File: src/rtl/uart_pkg.sv
// Shared UART types and baud timing helpers, common to the receive and transmit paths.
package uart_pkg;

    typedef enum logic [2:0] {
        IDLE,
        START,
        DATA,
        STOP,
        BREAK
    } rx_state_t;

    typedef logic [7:0] byte_t;

    function automatic int clks_per_bit(input int freq, input int bauds);
        return freq / bauds;
    endfunction

endpackage

File: src/rtl/uart_receiver_sync_fifo.sv
// Small show-ahead FIFO; a push while full is accepted only if a pop frees a slot the same cycle.
module sync_fifo #(
    parameter int WIDTH = 8,
    parameter int DEPTH = 4
) (
    input  logic             clk,
    input  logic             reset_i,
    input  logic             push,
    input  logic [WIDTH-1:0] din,
    input  logic             pop,
    output logic [WIDTH-1:0] dout,
    output logic             empty,
    output logic             full
);
    localparam int AW = $clog2(DEPTH);

    logic [WIDTH-1:0] r_mem [DEPTH];
    logic [AW-1:0]    r_wr_ptr;
    logic [AW-1:0]    r_rd_ptr;
    logic [AW:0]      r_count;
    logic             w_pop_ok;
    logic             w_push_ok;

    assign empty     = (r_count == '0);
    assign full      = (r_count == (AW+1)'(DEPTH));
    assign w_pop_ok  = pop && !empty;
    assign w_push_ok = push && (!full || w_pop_ok);
    assign dout      = r_mem[r_rd_ptr];

    always_ff @(posedge clk or posedge reset_i) begin
        if (reset_i) begin
            for (int i = 0; i < DEPTH; i++) r_mem[i] <= '0;
            r_wr_ptr <= '0;
            r_rd_ptr <= '0;
            r_count  <= '0;
        end else begin
            if (w_push_ok) begin
                r_mem[r_wr_ptr] <= din;
                r_wr_ptr        <= r_wr_ptr + AW'(1);
            end
            if (w_pop_ok) r_rd_ptr <= r_rd_ptr + AW'(1);
            r_count <= r_count + (AW+1)'(w_push_ok) - (AW+1)'(w_pop_ok);
        end
    end

endmodule

File: src/rtl/uart_receiver.sv
// 8N1 UART receiver: 2-flop synchronizer, mid-bit sampling FSM, shift register and receive FIFO.
// state | meaning
// IDLE  | line high, waiting for a falling edge
// START | counting to the middle of the start bit to reject glitches
// DATA  | sampling 8 data bits, LSB first, one per bit time
// STOP  | sampling the stop bit; high pushes the byte, low is a framing error
// BREAK | line held low after a framing error; wait for it to return high
module uart_receiver
    import uart_pkg::*;
#(
    parameter int FREQ_HZ    = 12000000,
    parameter int BAUDS      = 115200,
    parameter int FIFO_DEPTH = 4
) (
    input  logic       clk,
    input  logic       reset_i,
    input  logic       rx_i,
    output logic [7:0] data_o,
    output logic       valid_o,
    input  logic       ready_i,
    output logic       frame_err_o,
    output logic       overrun_o
);
    localparam int CPB  = clks_per_bit(FREQ_HZ, BAUDS);
    localparam int HALF = CPB / 2;
    localparam int CW   = $clog2(CPB);
    localparam logic [CW-1:0] CNT_BIT_END  = CW'(CPB - 1);
    localparam logic [CW-1:0] CNT_HALF_END = CW'(HALF - 1);

    logic [1:0]    r_sync;
    rx_state_t     r_state;
    rx_state_t     w_state_next;
    logic [CW-1:0] r_cnt;
    logic [2:0]    r_bit_idx;
    byte_t         r_shift;
    logic          r_frame_err;
    logic          r_overrun;
    logic          w_rx_s;
    logic          w_cnt_clr;
    logic          w_sample;
    logic          w_push;
    logic          w_frame_err;
    logic          w_pop;
    logic          w_empty;
    logic          w_full;

    assign w_rx_s = r_sync[1];

    always_ff @(posedge clk or posedge reset_i) begin
        if (reset_i) begin
            r_sync  <= 2'b11;
            r_state <= IDLE;
        end else begin
            r_sync  <= {r_sync[0], rx_i};
            r_state <= w_state_next;
        end
    end

    always_comb begin
        w_state_next = r_state;
        w_cnt_clr    = 1'b0;
        w_sample     = 1'b0;
        w_push       = 1'b0;
        w_frame_err  = 1'b0;
        case (r_state)
            IDLE: begin
                if (!w_rx_s) begin
                    w_state_next = START;
                    w_cnt_clr    = 1'b1;
                end
            end
            START: begin
                if (r_cnt == CNT_HALF_END) begin
                    w_cnt_clr    = 1'b1;
                    w_state_next = w_rx_s ? IDLE : DATA;
                end
            end
            DATA: begin
                if (r_cnt == CNT_BIT_END) begin
                    w_cnt_clr = 1'b1;
                    w_sample  = 1'b1;
                    if (r_bit_idx == 3'd7) w_state_next = STOP;
                end
            end
            STOP: begin
                if (r_cnt == CNT_BIT_END) begin
                    w_cnt_clr = 1'b1;
                    if (w_rx_s) begin
                        w_push       = 1'b1;
                        w_state_next = IDLE;
                    end else begin
                        w_frame_err  = 1'b1;
                        w_state_next = BREAK;
                    end
                end
            end
            BREAK: begin
                if (w_rx_s) w_state_next = IDLE;
            end
            default: w_state_next = IDLE;
        endcase
    end

    // Bit index is held at zero outside DATA so every frame starts from bit 0.
    always_ff @(posedge clk or posedge reset_i) begin
        if (reset_i) begin
            r_cnt       <= '0;
            r_bit_idx   <= '0;
            r_shift     <= '0;
            r_frame_err <= 1'b0;
            r_overrun   <= 1'b0;
        end else begin
            r_cnt <= w_cnt_clr ? '0 : r_cnt + CW'(1);
            if (r_state != DATA) r_bit_idx <= '0;
            else if (w_sample)   r_bit_idx <= r_bit_idx + 3'd1;
            if (w_sample) r_shift <= {w_rx_s, r_shift[7:1]};
            r_frame_err <= w_frame_err;
            r_overrun   <= w_push && w_full && !w_pop;
        end
    end

    assign w_pop       = valid_o && ready_i;
    assign valid_o     = !w_empty;
    assign frame_err_o = r_frame_err;
    assign overrun_o   = r_overrun;

    sync_fifo #(
        .WIDTH(8),
        .DEPTH(FIFO_DEPTH)
    ) u_fifo (
        .clk    (clk),
        .reset_i(reset_i),
        .push   (w_push),
        .din    (r_shift),
        .pop    (w_pop),
        .dout   (data_o),
        .empty  (w_empty),
        .full   (w_full)
    );

endmodule
File: config.mk
export PLATFORM = sky130hd
export DESIGN_NAME = uart_receiver
export DESIGN_NICKNAME = d
export VERILOG_FILES = /design/src/rtl/uart_pkg.sv /design/src/rtl/uart_receiver_sync_fifo.sv /design/src/rtl/uart_receiver.sv
export SDC_FILE = /design/constraint.sdc
export NUM_CORES = 1
export LEC_CHECK = 0
export ABC_AREA = 0
export BUFFER_PORTS_ARGS = -buffer_cell sky130_fd_sc_hd__buf_4
export CORE_ASPECT_RATIO = 1.2
export CORE_MARGIN = 2
export CORE_UTILIZATION = 30
export DETAILED_ROUTE_END_ITERATION = 6
export SLEW_MARGIN = 20
export SYNTH_ARGS = -nofsm -noshare
export SYNTH_HDL_FRONTEND = slang
export SYNTH_SLANG_ARGS = --single-unit
File: constraint.sdc
create_clock -name clk -period 2.9 [get_ports clk]
set_input_delay 0.145 -clock clk [delete_from_list [all_inputs] [get_ports clk]]
set_output_delay 0.145 -clock clk [all_outputs]
set_load 0.005 [all_outputs]
==> results of run 1 <==
## area by class of cell
type / count / share of cell area [%]
flip-flops and latches: 64 / 44.1
clock buffers: 9 / 6.19
multi-input cells: 136 / 38.0
repair buffers: 18 / 3.85
inverters: 9 / 0.928
well taps: 126 / 4.33
clock inverters: 7 / 2.65
## worst register-to-register path, delay by kind of cell, from the launching register on
family	cells	cell delay, ns
fa+ha+maj	2	0.68
simple gates	2	0.67
flops	1	0.41
xor+xnor	2	0.27
## registers in the layout, indices dropped and copies added (netlist names)
signal,cells
overrun_o,1
r_cnt,7
u_fifo.r_count,3
u_fifo.r_mem,32
r_state,3
r_sync,2
u_fifo.r_wr_ptr,2
r_shift,8
u_fifo.r_rd_ptr,2
r_bit_idx,3
frame_err_o,1
## report_power, final
group	internal (mW)	switching, mW	total, mW
clock	0.751	0.391	1.14
combinational	0.120	0.0799	0.200
sequential	0.934	0.105	1.04
## per-layer routing
layer / global-route usage (%) / share of wire [%]
met5: 0 / 0
met4: 5.07 / 1.6
met3: 3.41 / 3.0
met2: 19.4 / 51
met1: 13.7 / 44
## repair_timing
item / 4_1_cts / 5_1_grt
endpoints found under the setup margin: 0 / 0
endpoints found under the hold margin: 27 / 0
hold buffers: 2 / 0
## cell families (layout without fill, tap and decap cells)
family | count (synthesis) | in the layout | share of synthesized area [%]
adders and majority gates | 10 | 10 | 4.32
buffers and inverters | 18 | 43 | 2.73
muxes | 49 | 49 | 21.9
AOI/OAI and AO/OA | 24 | 24 | 5.09
and+or+nand+nor | 45 | 45 | 11.5
DFF | 64 | 64 | 52.2
xor gates and xnor gates | 8 | 8 | 2.28
## Yosys cell counts (2+ instances only)
library cell / number
dfrtp_1: 62
mux2_2: 32
ha_1: 9
inv_1: 9
mux2_4: 8
mux4_2: 8
or3_1: 7
nand3_1: 6
o21ai_0: 6
a21oi_1: 5
a31oi_1: 5
nand2_1: 5
xnor2_1: 5
and3b_1: 3
buf_2: 3
nand4_2: 3
nor2_1: 3
xor2_1: 3
a32oi_1: 2
clkbuf_1: 2
dfstp_2: 2
o31ai_1: 2
## stage by stage
| step | area, µm² | utilization, % | setup slack, ns |
|---|---|---|---|
| 6_report | 3640 | 36.4 | 0.759 |
| 5_1_grt | 3640 | 36.4 | 0.541 |
| 4_1_cts | 3640 | 36.4 | 0.731 |
| 3_5_place_dp | 3300 | 33.0 | 0.753 |
| 3_3_place_gp | 3300 | 33.0 | 0.778 |
| 2_1_floorplan | 3070 | - | 0.856 |
## path summary, 6_finish.rpt
kind	from	endpoint	slack, ns	cells after the start
min	ready_i	overrun_o	0.14	4
min in group asynchronous	reset_i	u_fifo.r_mem[12]	0.47	3
min reg2reg	r_sync[0]	r_sync[1]	0.35	0
max	u_fifo.r_count[0]	u_fifo.r_count[2]	0.76	6
max in group asynchronous	reset_i	u_fifo.r_mem[23]	1.71	4
max reg2reg	u_fifo.r_count[0]	u_fifo.r_count[2]	0.76	6
## layout by cell type (no fill, tap or decap), drive strengths merged, types with 3 or more instances in the layout
cell type  instances
a31oi              5
xnor2              5
buf               16
xor2               3
inv                9
mux2              41
and3b              3
nand2              5
or3                7
nand4              4
clkbuf             9
clkinvlp           3
mux4               8
ha                 9
a21oi              5
nand3              6
o21ai              6
nor2               3
dfrtp             62
nor4               3
==> results.sh, run 1 <==
export IMPL_grt_pass1_wl_um=9580
export IMPL_period_needed_ns=2.14
export IMPL_crit_family="adder cells"
export IMPL_maxClockFrequency_ghz=0.467
export IMPL_hp_class="in2reg"
export IMPL_drc_errors=0
export IMPL_synth_edf_count=0
export IMPL_dp_cells=351
export IMPL_rows=40
export IMPL_drtIter0Drc=58
export IMPL_cp_max_fo=5
export IMPL_fin_worst_skew_ns=0.00623
export IMPL_drive_above_1_share_pct=38.3
export IMPL_max_cap_viol_count=0
export IMPL_wire_per_inst_um=15.7
export IMPL_period_share_pct=73.8
export IMPL_multi_input_area_um2=1380
export IMPL_crit_slowest_cell="nor4b_2"
export IMPL_antenna_found_initial=0
export IMPL_rsz0062_at_grt="false"
export IMPL_holdWs_ns=0.144
export IMPL_die_y_um=115
export IMPL_slew_headroom_pct=41.8
export IMPL_endpoint_kind="flip-flop"
export IMPL_start_util_pct=30.7
export IMPL_final_net_count=252
export IMPL_drtAntennaViolNets=0
export IMPL_path_common_cell="xnor2_1"
export IMPL_clock_path_buffers=2
export IMPL_pin_count=15
export IMPL_ys_warnings_count=0
export IMPL_portBuffers=14
export IMPL_finalWirelength_um=5790
export IMPL_grt_pass1_vias=1921
export IMPL_crit_path_max_incr_delay_ns=0.52
export IMPL_hold_viol=0
export IMPL_seq_area_um2=1600
export IMPL_antenna_cells=0
export IMPL_post_cts_buffers=0
export IMPL_clk_pin_slew_ns=0.06
export IMPL_areaGrowthSynthToFinish_pct=18.5
export IMPL_cp_start_kind="flip-flop"
export IMPL_coreArea_um2=10000
export IMPL_dieWidth_um=96.4
export IMPL_path_cells="nor4b_2, nor4_2, ha_1, fa_1, xnor2_1, xnor2_1"
export IMPL_ys_seq_area_share_pct=52.2
export IMPL_critical_path_class="reg2reg"
export IMPL_grt_overflow_total=0
export IMPL_ctsResizeCount=0
export IMPL_worst_slew_pin_slew_ns=0.865
export IMPL_grt_max_degree=31
export IMPL_tns_ns=0
export IMPL_vdd_ir_drop_max_mv=0.264
export IMPL_hpwl_um=3900
export IMPL_synth_seq_cells=64
export IMPL_synth_distinct_cells=50
export IMPL_power_mw=2.38
export IMPL_yosys_area_top_type="dfrtp_1"
export IMPL_arrival_ns=2.35
export IMPL_fin_cells=369
export IMPL_cp_required_ns=3.11
export IMPL_worst_path_buf_inv=0
export IMPL_status="finished, final reports clean"
export IMPL_timing_final_max_slew_violations=0
export IMPL_cellLeakagePower_nw=1.73
export IMPL_synth_top_cell_area_share_pct=50.5
export IMPL_avgViaCountPerCell=4.92
export IMPL_routed_via_count=1815
export IMPL_root_buffer="clkbuf_16"
export IMPL_synthArstFlopShare_pct=100
export IMPL_setup_viol=0
export IMPL_fp_dieArea_um2=11100
export IMPL_synth_nets=232
export IMPL_p_per_area_nw_per_um2=654
export IMPL_htreeDepth=3
export IMPL_cts_sinks=64
export IMPL_drt_pass1_iter_count=4
export IMPL_gp_congestion=0.710
export IMPL_numCtsBuffers=9
export IMPL_mappedNetlistArea_um2=3070
export IMPL_synthCells=218
export IMPL_cts_tree="yes"
export IMPL_fillers=975
export IMPL_grt_usage_pct=11.6
export IMPL_ys_top_cells_by_area="dfrtp_1 (51%), mux2_2 (12%), mux4_2 (5.9%)"
export IMPL_clkLatencyLatePin_ns=0.33
export IMPL_avgSynthCellArea_um2=14.1
export IMPL_synthFlopType="dfrtp_1"
(Power assumes the default switching activity.)
==> run 2: changes to the inputs <==
Clock period 2.9 ns to 2 ns, I/O delays scaled along.
==> results.sh, run 2 (same netlist as run 1, synthesis figures left out) <==
export IMPL_status="finished, final reports clean"
export IMPL_hold_viol=0
export IMPL_grt_overflow_total=0
export IMPL_slew_headroom_pct=69.2
export IMPL_dieWidth_um=96.4
export IMPL_grt_usage_pct=11.7
export IMPL_final_net_count=272
export IMPL_top_register="u_fifo.r_mem"
export IMPL_period_share_pct=96.7
export IMPL_setup_viol=0
export IMPL_drtAntennaViolNets=0
export IMPL_p_per_area_nw_per_um2=933
export IMPL_hpwl_um=3900
export IMPL_final_common_cell="dfrtp_1"
export IMPL_drc_errors=0
export IMPL_avgViaCountPerCell=4.88
export IMPL_cp_required_ns=2.20
export IMPL_critical_path_class="reg2reg"
export IMPL_wire_per_inst_um=14.9
export IMPL_max_cap_viol_count=0
export IMPL_grt_max_degree=65
export IMPL_drt_pass1_iter_count=4
export IMPL_cp_max_fo=3
export IMPL_largest_register_ffs=32
export IMPL_worst_slew_pin_slew_ns=0.462
export IMPL_htreeDepth=3
export IMPL_endpoint_kind="flip-flop"
export IMPL_cellLeakagePower_nw=1.85
export IMPL_fin_cells=389
export IMPL_die_y_um=115
export IMPL_areaGrowthSynthToFinish_pct=25.3
export IMPL_grt_pass1_wl_um=9780
export IMPL_rsz0062_at_grt="true"
export IMPL_portBuffers=14
export IMPL_drtIter0Drc=73
export IMPL_pin_count=15
export IMPL_dp_cells=370
export IMPL_maxClockFrequency_ghz=0.517
export IMPL_period_needed_ns=1.93
export IMPL_vdd_ir_drop_max_mv=0.376
export IMPL_finalWirelength_um=5780
export IMPL_clock_path_buffers=2
export IMPL_gp_congestion=0.756
export IMPL_root_buffer="clkbuf_16"
export IMPL_timing_final_max_slew_violations=0
export IMPL_antenna_cells=0
export IMPL_arrival_ns=2.14
export IMPL_clkLatencyLatePin_ns=0.32
export IMPL_drive_above_1_share_pct=44.5
export IMPL_hp_class="in2reg"
export IMPL_cts_sinks=64
export IMPL_reg_top3="u_fifo.r_mem (32), r_shift (8), r_cnt (7)"
export IMPL_clk_pin_slew_ns=0.05
export IMPL_cts_tree="yes"
export IMPL_antenna_found_initial=0
export IMPL_final_core_util_pct=38.5
export IMPL_start_util_pct=30.7
export IMPL_mostFrequentLayoutCells="dfrtp_1 (62), buf_4 (34), mux2_2 (32), clkbuf_16 (9)"
export IMPL_r2r_setup_slack_ns=0.07
export IMPL_routed_via_count=1900
export IMPL_cp_start_kind="flip-flop"
export IMPL_fp_dieArea_um2=11100
export IMPL_numCtsBuffers=9
export IMPL_fin_worst_skew_ns=0.00637
export IMPL_tns_ns=0
export IMPL_rows=40
export IMPL_coreArea_um2=10000
export IMPL_grt_pass1_vias=2005
-- run 2: changes by cell type in the layout (fill, tap and decap cells not counted), sizes merged --
cell	delta
inv	+1
buf	+20
clkinv	+1
clkinvlp	-2
-- run 2: through the flow --
stage	hold slack, ns	instance area, µm²	total power, mW	worst slack (ns)
final	0.203	3850	3.59	0.0669
after global routing	0.218	3850	3.75	-0.00695
after CTS	0.197	3840	3.63	0.0295
after detailed placement	0.209	3490	1.91	-0.00881
after global placement	0.205	3490	1.89	0.0312
after floorplan	0.104	3090	1.75	-0.00345
-- run 2: final timing paths --
path                                endpoint  cells past startpoint              start
min reg2reg                        r_sync[1]                      0          r_sync[0]
max reg2reg                u_fifo.r_count[2]                      7  u_fifo.r_count[0]
min                                overrun_o                      5            ready_i
max                        u_fifo.r_count[2]                      7  u_fifo.r_count[0]
max in group asynchronous          r_sync[0]                      4            reset_i
min in group asynchronous   u_fifo.r_mem[25]                      4            reset_i
-- run 2: layer usage --
layer	vias to the layer above	track usage [%]	part of all wire (%)
met3	9	2.56	3.1
li1	889	-	-
met1	977	14.4	44
met2	25	19.3	51
met5	-	0	0
met4	0	5.63	1.6
-- run 2: critical path, cell delays in order (launching register included) --
cell	delay [ns]
dfrtp_1	0.42
o31a_1	0.28
ha_1	0.28
inv_1	0.04
ha_2	0.18
fa_2	0.35
xnor2_2	0.14
xnor2_1	0.12
-- run 2: layout make-up --
type	count	area, µm²
Fill cell	951	6160
Sequential cell	64	1600
Multi-Input combinational cell	136	1420
Timing Repair Buffer	38	315
Clock buffer	9	225
Tap cell	126	158
Clock inverter	7	95.1
Inverter	9	33.8
-- run 2: repair_timing --
action | in CTS | in global routing
resized for setup | 1 | 2
pin swaps | 1 | 0
hold buffers | 2 | 0
endpoints found under the hold margin | 63 | 0
buffers inserted | 1 | 0
endpoints found under the setup margin | 1 | 16
-- run 2: where the power goes --
part / switching, mW / internal (mW)
sequential: 0.0805 / 1.36
combinational: 0.220 / 0.266
clock: 0.576 / 1.09
==> run 3: changes to the inputs <==
Settings changed: CORE_MARGIN 2 to 1.
==> results.sh, run 3 (same netlist as run 1, synthesis figures left out) <==
export IMPL_swShare_pct=23.9
export IMPL_drtAntennaViolNets=0
export IMPL_portBuffers=14
export IMPL_path_cells="ha_1, nand4b_4, nor4_4, ha_2, fa_2"
export IMPL_die_y_um=113
export IMPL_worst_slew_pin_slew_ns=0.610
export IMPL_clockPowerShare_pct=48.6
export IMPL_clk_pin_slew_ns=0.06
export IMPL_vdd_ir_drop_max_mv=0.512
export IMPL_mostFrequentLayoutCells="dfrtp_1 (61), buf_4 (33), mux2_2 (32), clkbuf_16 (9)"
export IMPL_final_core_util_pct=38.9
export IMPL_p_per_area_nw_per_um2=968
export IMPL_start_util_pct=30.8
export IMPL_coreArea_um2=9960
export IMPL_crit_slowest_cell="fa_2"
export IMPL_numCtsBuffers=9
export IMPL_fp_dieArea_um2=10600
export IMPL_crit_path_max_incr_delay_ns=0.42
export IMPL_rsz0062_at_grt="false"
export IMPL_cts_tree="yes"
export IMPL_avgViaCountPerCell=4.86
export IMPL_cts_sinks=64
export IMPL_grt_max_degree=42
export IMPL_grt_usage_pct=12.4
export IMPL_top_register="u_fifo.r_mem"
export IMPL_power_mw=3.75
export IMPL_endpoint_kind="flip-flop"
export IMPL_hpwl_um=3980
export IMPL_clkLatencyLatePin_ns=0.32
export IMPL_root_buffer="clkbuf_16"
export IMPL_hold_viol=0
export IMPL_drc_errors=0
export IMPL_fillers=926
export IMPL_hp_class="in2reg"
export IMPL_antenna_found_initial=0
export IMPL_timing_final_max_slew_violations=0
export IMPL_cp_required_ns=2.20
export IMPL_status="finished, final reports clean"
export IMPL_multi_input_area_um2=1420
export IMPL_pin_count=15
export IMPL_drt_pass1_iter_count=4
export IMPL_p_int_mw=2.86
export IMPL_maxClockFrequency_ghz=0.522
export IMPL_final_net_count=271
export IMPL_max_cap_viol_count=0
export IMPL_cellLeakagePower_nw=1.86
export IMPL_wire_per_inst_um=15.2
export IMPL_combPwrFrac_pct=13.3
export IMPL_cp_max_fo=10
export IMPL_dieWidth_um=94.4
export IMPL_critical_path_class="reg2reg"
export IMPL_routed_via_count=1887
export IMPL_period_needed_ns=1.91
export IMPL_grt_overflow_total=0
export IMPL_slew_headroom_pct=59.3
export IMPL_pwr_share_seq_pct=38.2
export IMPL_arrival_ns=2.11
export IMPL_htreeDepth=3
export IMPL_antenna_cells=0
export IMPL_largest_register_ffs=32
export IMPL_grt_pass1_wl_um=10000
export IMPL_grt_pass1_vias=2009
export IMPL_period_share_pct=95.7
export IMPL_drtIter0Drc=52
export IMPL_reg_top3="u_fifo.r_mem (32), r_shift (8), r_cnt (7)"
export IMPL_fin_worst_skew_ns=0.00597
export IMPL_p_switching_mw=0.895
export IMPL_final_common_cell="dfrtp_1"
export IMPL_finalWirelength_um=5900
export IMPL_drive_above_1_share_pct=44.7
export IMPL_clock_path_buffers=2
export IMPL_areaGrowthSynthToFinish_pct=26.2
export IMPL_seq_area_um2=1610
export IMPL_setup_viol=0
export IMPL_cp_start_kind="flip-flop"
export IMPL_gp_congestion=0.796
export IMPL_rows=40
run 3: power groups by stage:
stage	clock network (mW)	registers, mW	logic (mW)
2_1_floorplan	0	1.42	0.330
4_1_cts	1.87	1.44	0.501
3_3_place_gp	0	1.45	0.445
3_5_place_dp	0	1.46	0.453
6_report	1.82	1.43	0.497
5_1_grt	1.93	1.44	0.557
run 3: area by class of cell:
cell class	count	share of cell area [%]
Clock buffer	9	5.81
Timing Repair Buffer	37	7.94
Clock inverter	7	3.29
Tap cell	126	4.07
Multi-Input combinational cell	136	36.6
Sequential cell	64	41.4
Inverter	9	0.872
run 3: through the flow:
| step | instance area [µm²] | std cells | TNS (ns) | hold slack, ns | setup slack [ns] |
|---|---|---|---|---|---|
| after floorplan | 3090 | 218 | -0.00345 | 0.104 | -0.00345 |
| after global placement | 3480 | 369 | 0 | 0.196 | 0.0362 |
| after detailed placement | 3480 | 369 | 0 | 0.203 | 0.00155 |
| after CTS | 3870 | 388 | 0 | 0.240 | 0.0178 |
| after global routing | 3870 | 388 | 0 | 0.257 | 0.00544 |
| final | 3870 | 388 | 0 | 0.242 | 0.0858 |
run 3: worst paths after layout:
path | start | endpoint | slack [ns] | cells after the start
hold reg to reg | r_sync[0] | r_sync[1] | 0.36 | 0
max in group asynchronous | reset_i | r_sync[1] | 0.94 | 4
hold / removal | ready_i | overrun_o | 0.24 | 5
setup / recovery | r_cnt[0] | u_fifo.r_count[1] | 0.09 | 5
setup reg to reg | r_cnt[0] | u_fifo.r_count[1] | 0.09 | 5
min in group asynchronous | reset_i | u_fifo.r_count[2] | 0.39 | 3
run 3: repair_timing:
item                                   CTS  global route
endpoints found under the hold margin   24             0
setup endpoints to repair                1            25
gates resized for setup                  2             2
pin swaps                                1             0
hold buffers                             2             0
setup buffers                            1             0
run 3: critical path: cells and delay by family, from the launching register on:
family                   cells  cell delay, ns
adder cells (fa/ha/maj)      3            0.90
AND/OR/NAND/NOR              2            0.52
flip-flops                   1            0.37
run 3: layer usage:
layer | track usage [%] | vias to the layer above | wire length, µm
li1 | - | 886 | -
met1 | 15.3 | 970 | 2660
met2 | 20.5 | 21 | 3010
met3 | 2.42 | 10 | 150
met4 | 6.26 | 0 | 86
met5 | 0 | - | 0
